<file path="src/rtl/aes_key_expand.sv">
// aes_key_expand: iterative AES-128 key schedule, streams round keys 0..10 on a valid/ready port.
// Define AES_KEYEXP_REVERSE_EN to pre-expand into a key array and stream rounds 10..0 instead.
module aes_key_expand #(
  parameter int NUM_ROUNDS = 10,
  parameter int RK_IDX_W   = 4
) (
  input  logic                clk,
  input  logic                rst,
  input  logic [127:0]        key_in,
  input  logic                key_load,
  output logic                ready,
  output logic [127:0]        rk_out,
  output logic                rk_valid,
  input  logic                rk_ready,
  output logic [RK_IDX_W-1:0] rk_round,
  output logic                done
);

  if (NUM_ROUNDS != 10) begin : g_bad_cfg
    $error("aes_key_expand: only NUM_ROUNDS=10 (AES-128) is supported");
  end

  typedef enum logic [1:0] {S_IDLE, S_OUT, S_CALC, S_EXPAND} state_t;

  localparam logic [RK_IDX_W-1:0] LAST_RND = RK_IDX_W'(NUM_ROUNDS);

`ifdef AES_KEYEXP_REVERSE_EN
  localparam state_t                FIRST_WORK = S_EXPAND;
  localparam state_t                AFTER_XFER = S_OUT;
  localparam logic [RK_IDX_W-1:0]   END_RND    = '0;
`else
  localparam state_t                FIRST_WORK = S_OUT;
  localparam state_t                AFTER_XFER = S_CALC;
  localparam logic [RK_IDX_W-1:0]   END_RND    = LAST_RND;
`endif

  function automatic logic [7:0] xtime(input logic [7:0] x);
    return {x[6:0], 1'b0} ^ (x[7] ? 8'h1b : 8'h00);
  endfunction

  function automatic logic [7:0] gmul(input logic [7:0] a, input logic [7:0] b);
    logic [7:0] p;
    logic [7:0] x;
    p = '0;
    x = a;
    for (int unsigned i = 0; i < 8; i++) begin
      if (b[i]) p = p ^ x;
      x = xtime(x);
    end
    return p;
  endfunction

  // S-box as GF(2^8) inverse (x^254 by square-and-multiply) followed by the affine map.
  function automatic logic [7:0] sbox(input logic [7:0] x);
    logic [7:0] sq;
    logic [7:0] inv;
    sq  = x;
    inv = 8'h01;
    for (int unsigned i = 0; i < 7; i++) begin
      sq  = gmul(sq, sq);
      inv = gmul(inv, sq);
    end
    return inv ^ {inv[6:0], inv[7]} ^ {inv[5:0], inv[7:6]} ^ {inv[4:0], inv[7:5]}
               ^ {inv[3:0], inv[7:4]} ^ 8'h63;
  endfunction

  function automatic logic [127:0] next_key(input logic [127:0] k, input logic [7:0] rc);
    logic [31:0] t;
    logic [31:0] w0;
    logic [31:0] w1;
    logic [31:0] w2;
    logic [31:0] w3;
    t  = {sbox(k[23:16]), sbox(k[15:8]), sbox(k[7:0]), sbox(k[31:24])} ^ {rc, 24'h0};
    w0 = k[127:96] ^ t;
    w1 = k[95:64]  ^ w0;
    w2 = k[63:32]  ^ w1;
    w3 = k[31:0]   ^ w2;
    return {w0, w1, w2, w3};
  endfunction

  state_t       state;
  state_t       state_nx;
  logic [7:0]   rcon;
  logic         xfer;
  logic [127:0] key_nx;

`ifdef AES_KEYEXP_REVERSE_EN
  logic [127:0] keys [0:NUM_ROUNDS];
`endif

  assign rk_valid = (state == S_OUT);
  assign xfer     = rk_valid && rk_ready;
  // Holding ready low during the done cycle keeps a new load from overlapping the finish.
  assign ready    = (state == S_IDLE) && !done;
  assign key_nx   = next_key(rk_out, rcon);

  always_comb begin
    state_nx = state;
    case (state)
      S_IDLE:   if (key_load && ready) state_nx = FIRST_WORK;
      S_OUT:    if (xfer) state_nx = (rk_round == END_RND) ? S_IDLE : AFTER_XFER;
      S_CALC:   state_nx = S_OUT;
      S_EXPAND: if (rk_round == LAST_RND - 1'b1) state_nx = S_OUT;
      default:  state_nx = S_IDLE;
    endcase
  end

  always_ff @(posedge clk) begin
    if (rst) begin
      state    <= S_IDLE;
      rk_out   <= '0;
      rk_round <= '0;
      rcon     <= 8'h01;
      done     <= 1'b0;
    end else begin
      state <= state_nx;
      done  <= 1'b0;
      case (state)
        S_IDLE: begin
          if (key_load && ready) begin
            rk_out   <= key_in;
            rk_round <= '0;
            rcon     <= 8'h01;
`ifdef AES_KEYEXP_REVERSE_EN
            keys[0]  <= key_in;
`endif
          end
        end
        S_OUT: begin
          if (xfer) begin
            if (rk_round == END_RND) begin
              done <= 1'b1;
            end
`ifdef AES_KEYEXP_REVERSE_EN
            else begin
              rk_out   <= keys[rk_round - 1'b1];
              rk_round <= rk_round - 1'b1;
            end
`endif
          end
        end
        S_CALC, S_EXPAND: begin
          rk_out   <= key_nx;
          rk_round <= rk_round + 1'b1;
          rcon     <= xtime(rcon);
`ifdef AES_KEYEXP_REVERSE_EN
          keys[rk_round + 1'b1] <= key_nx;
`endif
        end
        default: ;
      endcase
    end
  end

endmodule

</file>
<file path="config.mk">
export PLATFORM = sky130hd
export DESIGN_NAME = aes_key_expand
export DESIGN_NICKNAME = d
export VERILOG_FILES = /design/src/rtl/aes_key_expand.sv
export SDC_FILE = /design/constraint.sdc
export NUM_CORES = 2
export LEC_CHECK = 0
export CAP_MARGIN = 20
export CORE_ASPECT_RATIO = 1.75
export CORE_MARGIN = 3
export CORE_UTILIZATION = 45
export CTS_BUF_LIST = sky130_fd_sc_hd__clkbuf_2
export DETAILED_ROUTE_END_ITERATION = 10
export HOLD_SLACK_MARGIN = 0.1
export PLACE_DENSITY = 0.7
export SYNTH_ARGS = -nofsm -noshare
export SYNTH_HDL_FRONTEND = slang
export SYNTH_SLANG_ARGS = --single-unit
</file>
<file path="constraint.sdc">
create_clock -name clk -period 16.1 [get_ports clk]
set_input_delay 4.025 -clock clk [delete_from_list [all_inputs] [get_ports clk]]
set_output_delay 4.025 -clock clk [all_outputs]
set_load 0.02 [all_outputs]
</file>
Yosys cells after proc, flatten, opt, wreduce, memory -nomap -nowiden
Index checks and enable logic that the tools add are counted.
{"block": "word_totals", "regBits": 143, "latchBits": 0, "ram_bits": 0, "mem_bits_ro": 0, "in_bits": 132, "word_cells": 1633, "n_memories": 0}
{"block": "classes", "n_addsub": 1, "mul": 0, "div": 0, "n_lt_le_gt_ge": 0, "n_eq_ne": 8, "shift": 0, "mux": 825, "bitwise": 784, "n_reduce_logical": 10}
{"op": "2-to-1 mux 8 bit", "n": 421}
{"op": "XOR 8 bit", "n": 380}
{"op": "XOR 8 x 5 -> 8 bit", "n": 365}
{"op": "2-to-1 mux 5 bit", "n": 369}
{"op": "one-hot mux 128 bit (2 select lines)", "n": 1}
{"op": "XOR 32 bit", "n": 5}
{"op": "2-to-1 mux 128 bit", "n": 1}
{"op": "2-to-1 mux 7 bit", "n": 4}
{"op": "NOT 1 bit (first input constant)", "n": 28}
{"op": "2-to-1 mux 6 bit", "n": 4}
{"op": "2-to-1 mux 4 bit", "n": 5}
{"op": "2-to-1 mux 2 bit", "n": 8}
{"op": "NOT 4 bit", "n": 4}
{"op": "one-hot mux 8 bit (2 select lines)", "n": 1}
{"op": "2-to-1 mux 3 bit", "n": 4}
{"op": "equality test 4 bit (second input constant)", "n": 2}
{"op": "one-hot mux 2 bit (4 select lines)", "n": 1}
{"op": "one-hot mux 4 bit (2 select lines)", "n": 1}
{"op": "2-to-1 mux 1 bit", "n": 5}
{"op": "adder 4 x 1 -> 4 bit (second input constant)", "n": 1}
{"op": "equality test 2 bit (second input constant)", "n": 2}
{"op": "!= test 2 x 1 -> 1 bit (second input constant)", "n": 2}
{"op": "logical AND 1 bit", "n": 3}
{"op": "AND reduction 3 bit", "n": 1}
{"op": "other kinds (9)", "n": 10}

Longest topological paths before layout
{"block": "depth", "word_depth": 138, "depth_mapped": 65, "depth_no_buf": 55}

Worst setup path after synthesis
OpenSTA, ideal clock, no wires.
{"block": "synth_timing", "kind": "register to register", "startpoint": "reg rk_out[16]", "endpoint": "reg rk_out[29]", "setup_ns": 0.086, "arrival_time_ns": 15.546, "required_ns": 16.014, "path_slack_ns": 0.468, "path_stages_with_launch": 59, "n_path_buf": 5, "synth_period_minus_slack_ns": 15.632, "path_cell_list": "dfxtp_1 > ha_1 > mux2_2 > xnor3_1 > xor2_1 > xor2_1 > inv_1 > ha_1 > inv_1 > xnor2_1 > xnor2_1 > mux2i_1 > xnor3_1 > xnor2_1 > xnor2_1 > xor2_1 > buf_2 > mux2i_1 > (+23 left out) > xor2_1 > nor2_1 > mux2i_1 > o22ai_1 > a222oi_1 > xnor3_2 > xnor2_1 > buf_2 > xor2_1 > xor2_1 > mux2i_1 > xnor3_1 > xor2_1 > xnor3_2 > xnor3_1 > xnor3_1 > xnor2_1 > a211oi_1"}
{"block": "synth_between", "elab_chain_len": 135}
{"item": "start: declaration", "line_no": "12", "rtl": "output logic [127:0] rk_out,"}
{"item": "start signal: assignment", "line_no": "121", "rtl": "rk_out <= key_in;"}
{"item": "start signal: assignment", "line_no": "143", "rtl": "rk_out <= key_nx;"}
{"item": "2-to-1 mux 8 bit", "line_no": "47", "rtl": "if (b[i]) p = p ^ x;"}
{"item": "XOR 8 bit", "line_no": "47"}
{"item": "2-to-1 mux 8 bit", "line_no": "47"}
{"item": "XOR 8 bit", "line_no": "47"}
{"item": "2-to-1 mux 8 bit", "line_no": "47"}
{"item": "XOR 8 bit", "line_no": "47"}
{"item": "2-to-1 mux 8 bit", "line_no": "47"}
{"item": "XOR 8 bit", "line_no": "47"}
{"item": "(+119 left out)"}
{"item": "XOR 8 bit *", "line_no": "64", "rtl": "^ {inv[3:0], inv[7:4]} ^ 8'h63;"}
{"item": "NOT 4 bit (no line) *"}
{"item": "XOR 32 bit *", "line_no": "73", "rtl": "t = {sbox(k[23:16]), sbox(k[15:8]), sbox(k[7:0]), sbox(k[31:24])} ^ {rc, 24'h0};"}
{"item": "XOR 32 bit *", "line_no": "74", "rtl": "w0 = k[127:96] ^ t;"}
{"item": "XOR 32 bit *", "line_no": "75", "rtl": "w1 = k[95:64] ^ w0;"}
{"item": "XOR 32 bit *", "line_no": "76", "rtl": "w2 = k[63:32] ^ w1;"}
{"item": "XOR 32 bit *", "line_no": "77", "rtl": "w3 = k[31:0] ^ w2;"}
{"item": "one-hot mux 128 bit (2 select lines) *", "line_no": "118", "rtl": "case (state)"}
Mark *: on every way between the ends. The rest lies on a longest branch, timed or not.
A chain may end at the register's enable or synchronous reset.

Worst setup path in the final report
Ends and elaborated chain as after synthesis.

==> summary.txt <==
Worst hold path
  • WHS Endpoint: done
  • Hold Crit Depth: 2
  • Worst Hold Class: flip-flop to flip-flop
  • Hold wc startpoint: state[0]

Logic synthesis
  • EDFF count, synth: 0
  • Syn Inst Count: 8262
  • Cell taking the most area after synthesis: xnor2_1
  • Most used DFF post-synth: dfxtp_1
  • Mapped Area: 62400 um2
  • Syn Area/Cell: 7.55 um2
  • FFs w/ async S/R, synth: 0
  • Seq cells post-synth: 143
  • Ys Warns: 0
  • Netlist cell types: 107
  • Seq/Total Area, Yosys: 0.0459
  • Area share of the largest cell type after synthesis: 0.223
  • Synth top area cells: xnor2_1, xnor3_1, nor2_1
  • Synthesized Nets: 8416

Place
  • IO Port Bufs: 266
  • Placed cells: 10.3k
  • Dpl ws: -0.278 ns
  • GPL Wtd Cong: 1.01
  • DP HPWL: 171 mm

Route
  • Vias after detailed routing: 61.4k
  • Post-Route WL: 221 mm
  • Vias per cell: 5.92
  • Starting DRT DRC Count: 4948
  • Routed len/inst: 21.3 um
  • Routed Antenna Nets: 0
  • Initial DRT Pass Iterations: 6
  • Post-route DRC: 0

Clock network
  • CTS Sinks: 143
  • TritonCTS clock tree: built
  • Clk_lat worst skew: 1.12 ns
  • CTS Buf Count: 17
  • Clock slew at reported path FFs: 0.38 ns
  • CTS max path bufs: 2
  • H-tree levels: 4
  • Hold_buf cts: 0
  • Root Buffer: clkbuf_2

Floorplanning
  • Initial core utilization: 0.453
  • Die H: 498 um
  • CORE AREA: 138000 um2
  • IO Pins: 267
  • DIE AREA: 143000 um2
  • Number of cell rows: 180
  • Die width: 287 um

Worst setup path
  • R2R Path Start: rk_out[16]
  • Most used cell, CP: xnor3_1
  • Nature of the critical path endpoint: flip-flop
  • Worst r2r dst: rk_out[29]
  • Arr. time, crit path: 16.36 ns
  • Worst EP required: 17.07 ns
  • Reg2reg setup slack: 0.71 ns
  • CP max FO: 13
  • Crit path max-delay cell type: xnor3_1
  • CP Launch Type: flip-flop
  • Setup CP Type: flip-flop to flip-flop
  • Worst Reg-to-Reg Cells: 56
  • Largest stage delay, worst path: 0.51 ns

Timing
  • Fin crit period: 15.39 ns
  • Max Freq: 65.0 MHz
  • Worst-Margin Slew: 1.06 ns
  • Slew Limit Fails: 0
  • Worst Skew: 0.106 ns
  • Final-report hold violation count: 0
  • Endpoints failing setup: 0
  • Slew margin rel.: 0.289
  • Final hold slack: 0.441 ns
  • Worst setup margin: 0.709 ns
  • Tcrit/Tclk final: 0.956

Global routing
  • Met1 usage: 0.328
  • Grt total ovfl: 0
  • Gr busiest metal: met2
  • Initial antenna violation count: 7
  • Grt met2 use: 0.538
  • Vias in the first global route: 60.0k
  • First-pass GRT wire length: 339 mm
  • Pin count of the biggest net entering global routing: 74
  • GRT Overall Usage: 0.294
  • Grt met3 use: 0.0415

Run status
  • Outcome: complete, no violations

Finish
  • Final nets: 8681
  • Share of layout cells above drive strength 1: 0.119
  • Post-Layout Cell Count: 10.4k
  • Area Overhead vs Synth: 13.5%

Run
  • Max_cap viols: 0
## how the worst max path moves through the flow
stage / endpoint / slack (ns) / depth (start not counted) / startpoint
floorplan: rk_out[29] / 0.47 / 58 / rk_out[16]
global placement: rk_out[26] / -0.1 / 54 / rk_out[16]
detailed placement: rk_out[25] / -0.28 / 56 / rk_out[16]
CTS: rk_out[26] / 0.004 / 57 / rk_out[16]
global route: rk_out[12] / -0.05 / 54 / rk_out[0]
finish: rk_out[29] / 0.71 / 56 / rk_out[16]
## per-stage QoR
step                TNS (ns)  instance area, um2   util
floorplan                  0               62400      -
global placement      -0.305               68900  0.501
detailed placement     -4.45               69000  0.501
CTS                        0               69400  0.504
global route          -0.158               70800  0.514
finish                     0               70800  0.515
## layer usage
layer / vias to the layer above / share of wire
met5: - / 0.00015
met4: 6 / 0.057
met3: 702 / 0.061
met2: 2491 / 0.51
met1: 29400 / 0.37
li1: 28800 / -
## worst max-delay path, delay by kind of cell, from the launching register on
kind / cells / cell delay, ns
xor gates and xnor gates: 34 / 10.15
buffers and inverters: 6 / 1.22
and+or+nand+nor: 3 / 0.32
DFF: 1 / 0.39
AOI/OAI and AO/OA: 6 / 1.23
muxes: 5 / 1.28
adders and majority gates: 2 / 0.65
## timing repair
item                       in CTS  in global routing
resized for setup              18                168
cloned                          0                  0
setup endpoints to repair      32                126
pin swaps                       4                 26
setup buffers                   4                 35
## registers in the layout, summed over array words and instances (netlist names)
name / cells
rk_round: 4
done: 1
rcon: 8
state: 2
rk_out: 128
## logic make-up after synthesis
kind of cell,synth area share
AOI/OAI and AO/OA,0.166
xor gates and xnor gates,0.498
and+or+nand+nor,0.202
muxes,0.0409
adders and majority gates,0.00474
buffers and inverters,0.0425
DFF,0.0459
## area by class of cell
type	count	area [um2]
tap	1820	2280
sequential	143	2870
fill	13200	66800
multi-input combinational	7488	58400
antenna	6	15.0
clock inverter	15	170
timing repair buffer	793	6700
clock buffer	17	85.1
inverter	84	315
## cells in the mapped netlist, types with 19 or more instances
cell type / number
a21oi_1: 491
and2_1: 46
a211oi_1: 58
xnor2_1: 1585
mux2_2: 38
o21ai_0: 320
clkbuf_1: 357
inv_1: 71
o31ai_1: 20
o211ai_1: 63
nand2_1: 896
a32oi_1: 23
or3_1: 41
xnor3_2: 20
a22oi_1: 107
nand3_1: 163
o21ai_1: 28
o32ai_1: 23
nor2b_1: 64
mux2i_1: 199
ha_1: 22
nor4_1: 23
xor2_1: 475
o221ai_1: 25
or2_2: 28
o22ai_1: 113
a31oi_1: 87
xnor2_2: 74
a221oi_1: 39
buf_2: 113
nor2_1: 1259
nor3_1: 186
nand3b_1: 21
buf_1: 43
a311oi_1: 19
nand2b_1: 76
and3_1: 46
xor3_1: 58
nand4_1: 24
buf_4: 31
dfxtp_1: 143
xnor3_1: 387
xor2_2: 33
## cell usage in the layout (no fill, tap or decap), types with 69 or more instances in the layout
cell / n
inv_1: 69
xnor2_1: 1483
nor3_1: 183
dfxtp_1: 142
a31oi_1: 87
o21ai_0: 319
xnor3_1: 358
buf_4: 519
xnor2_2: 155
a22oi_1: 106
nand3_1: 163
nand2b_1: 76
nand2_1: 893
xor2_1: 446
o22ai_1: 112
nor2_1: 1252
clkdlybuf4s50_1: 265
a21oi_1: 490
mux2i_1: 197
Power is left out: the tool's default activity adds up to more than one toggle a clock period on the data nets, which glitch-free logic cannot reach.
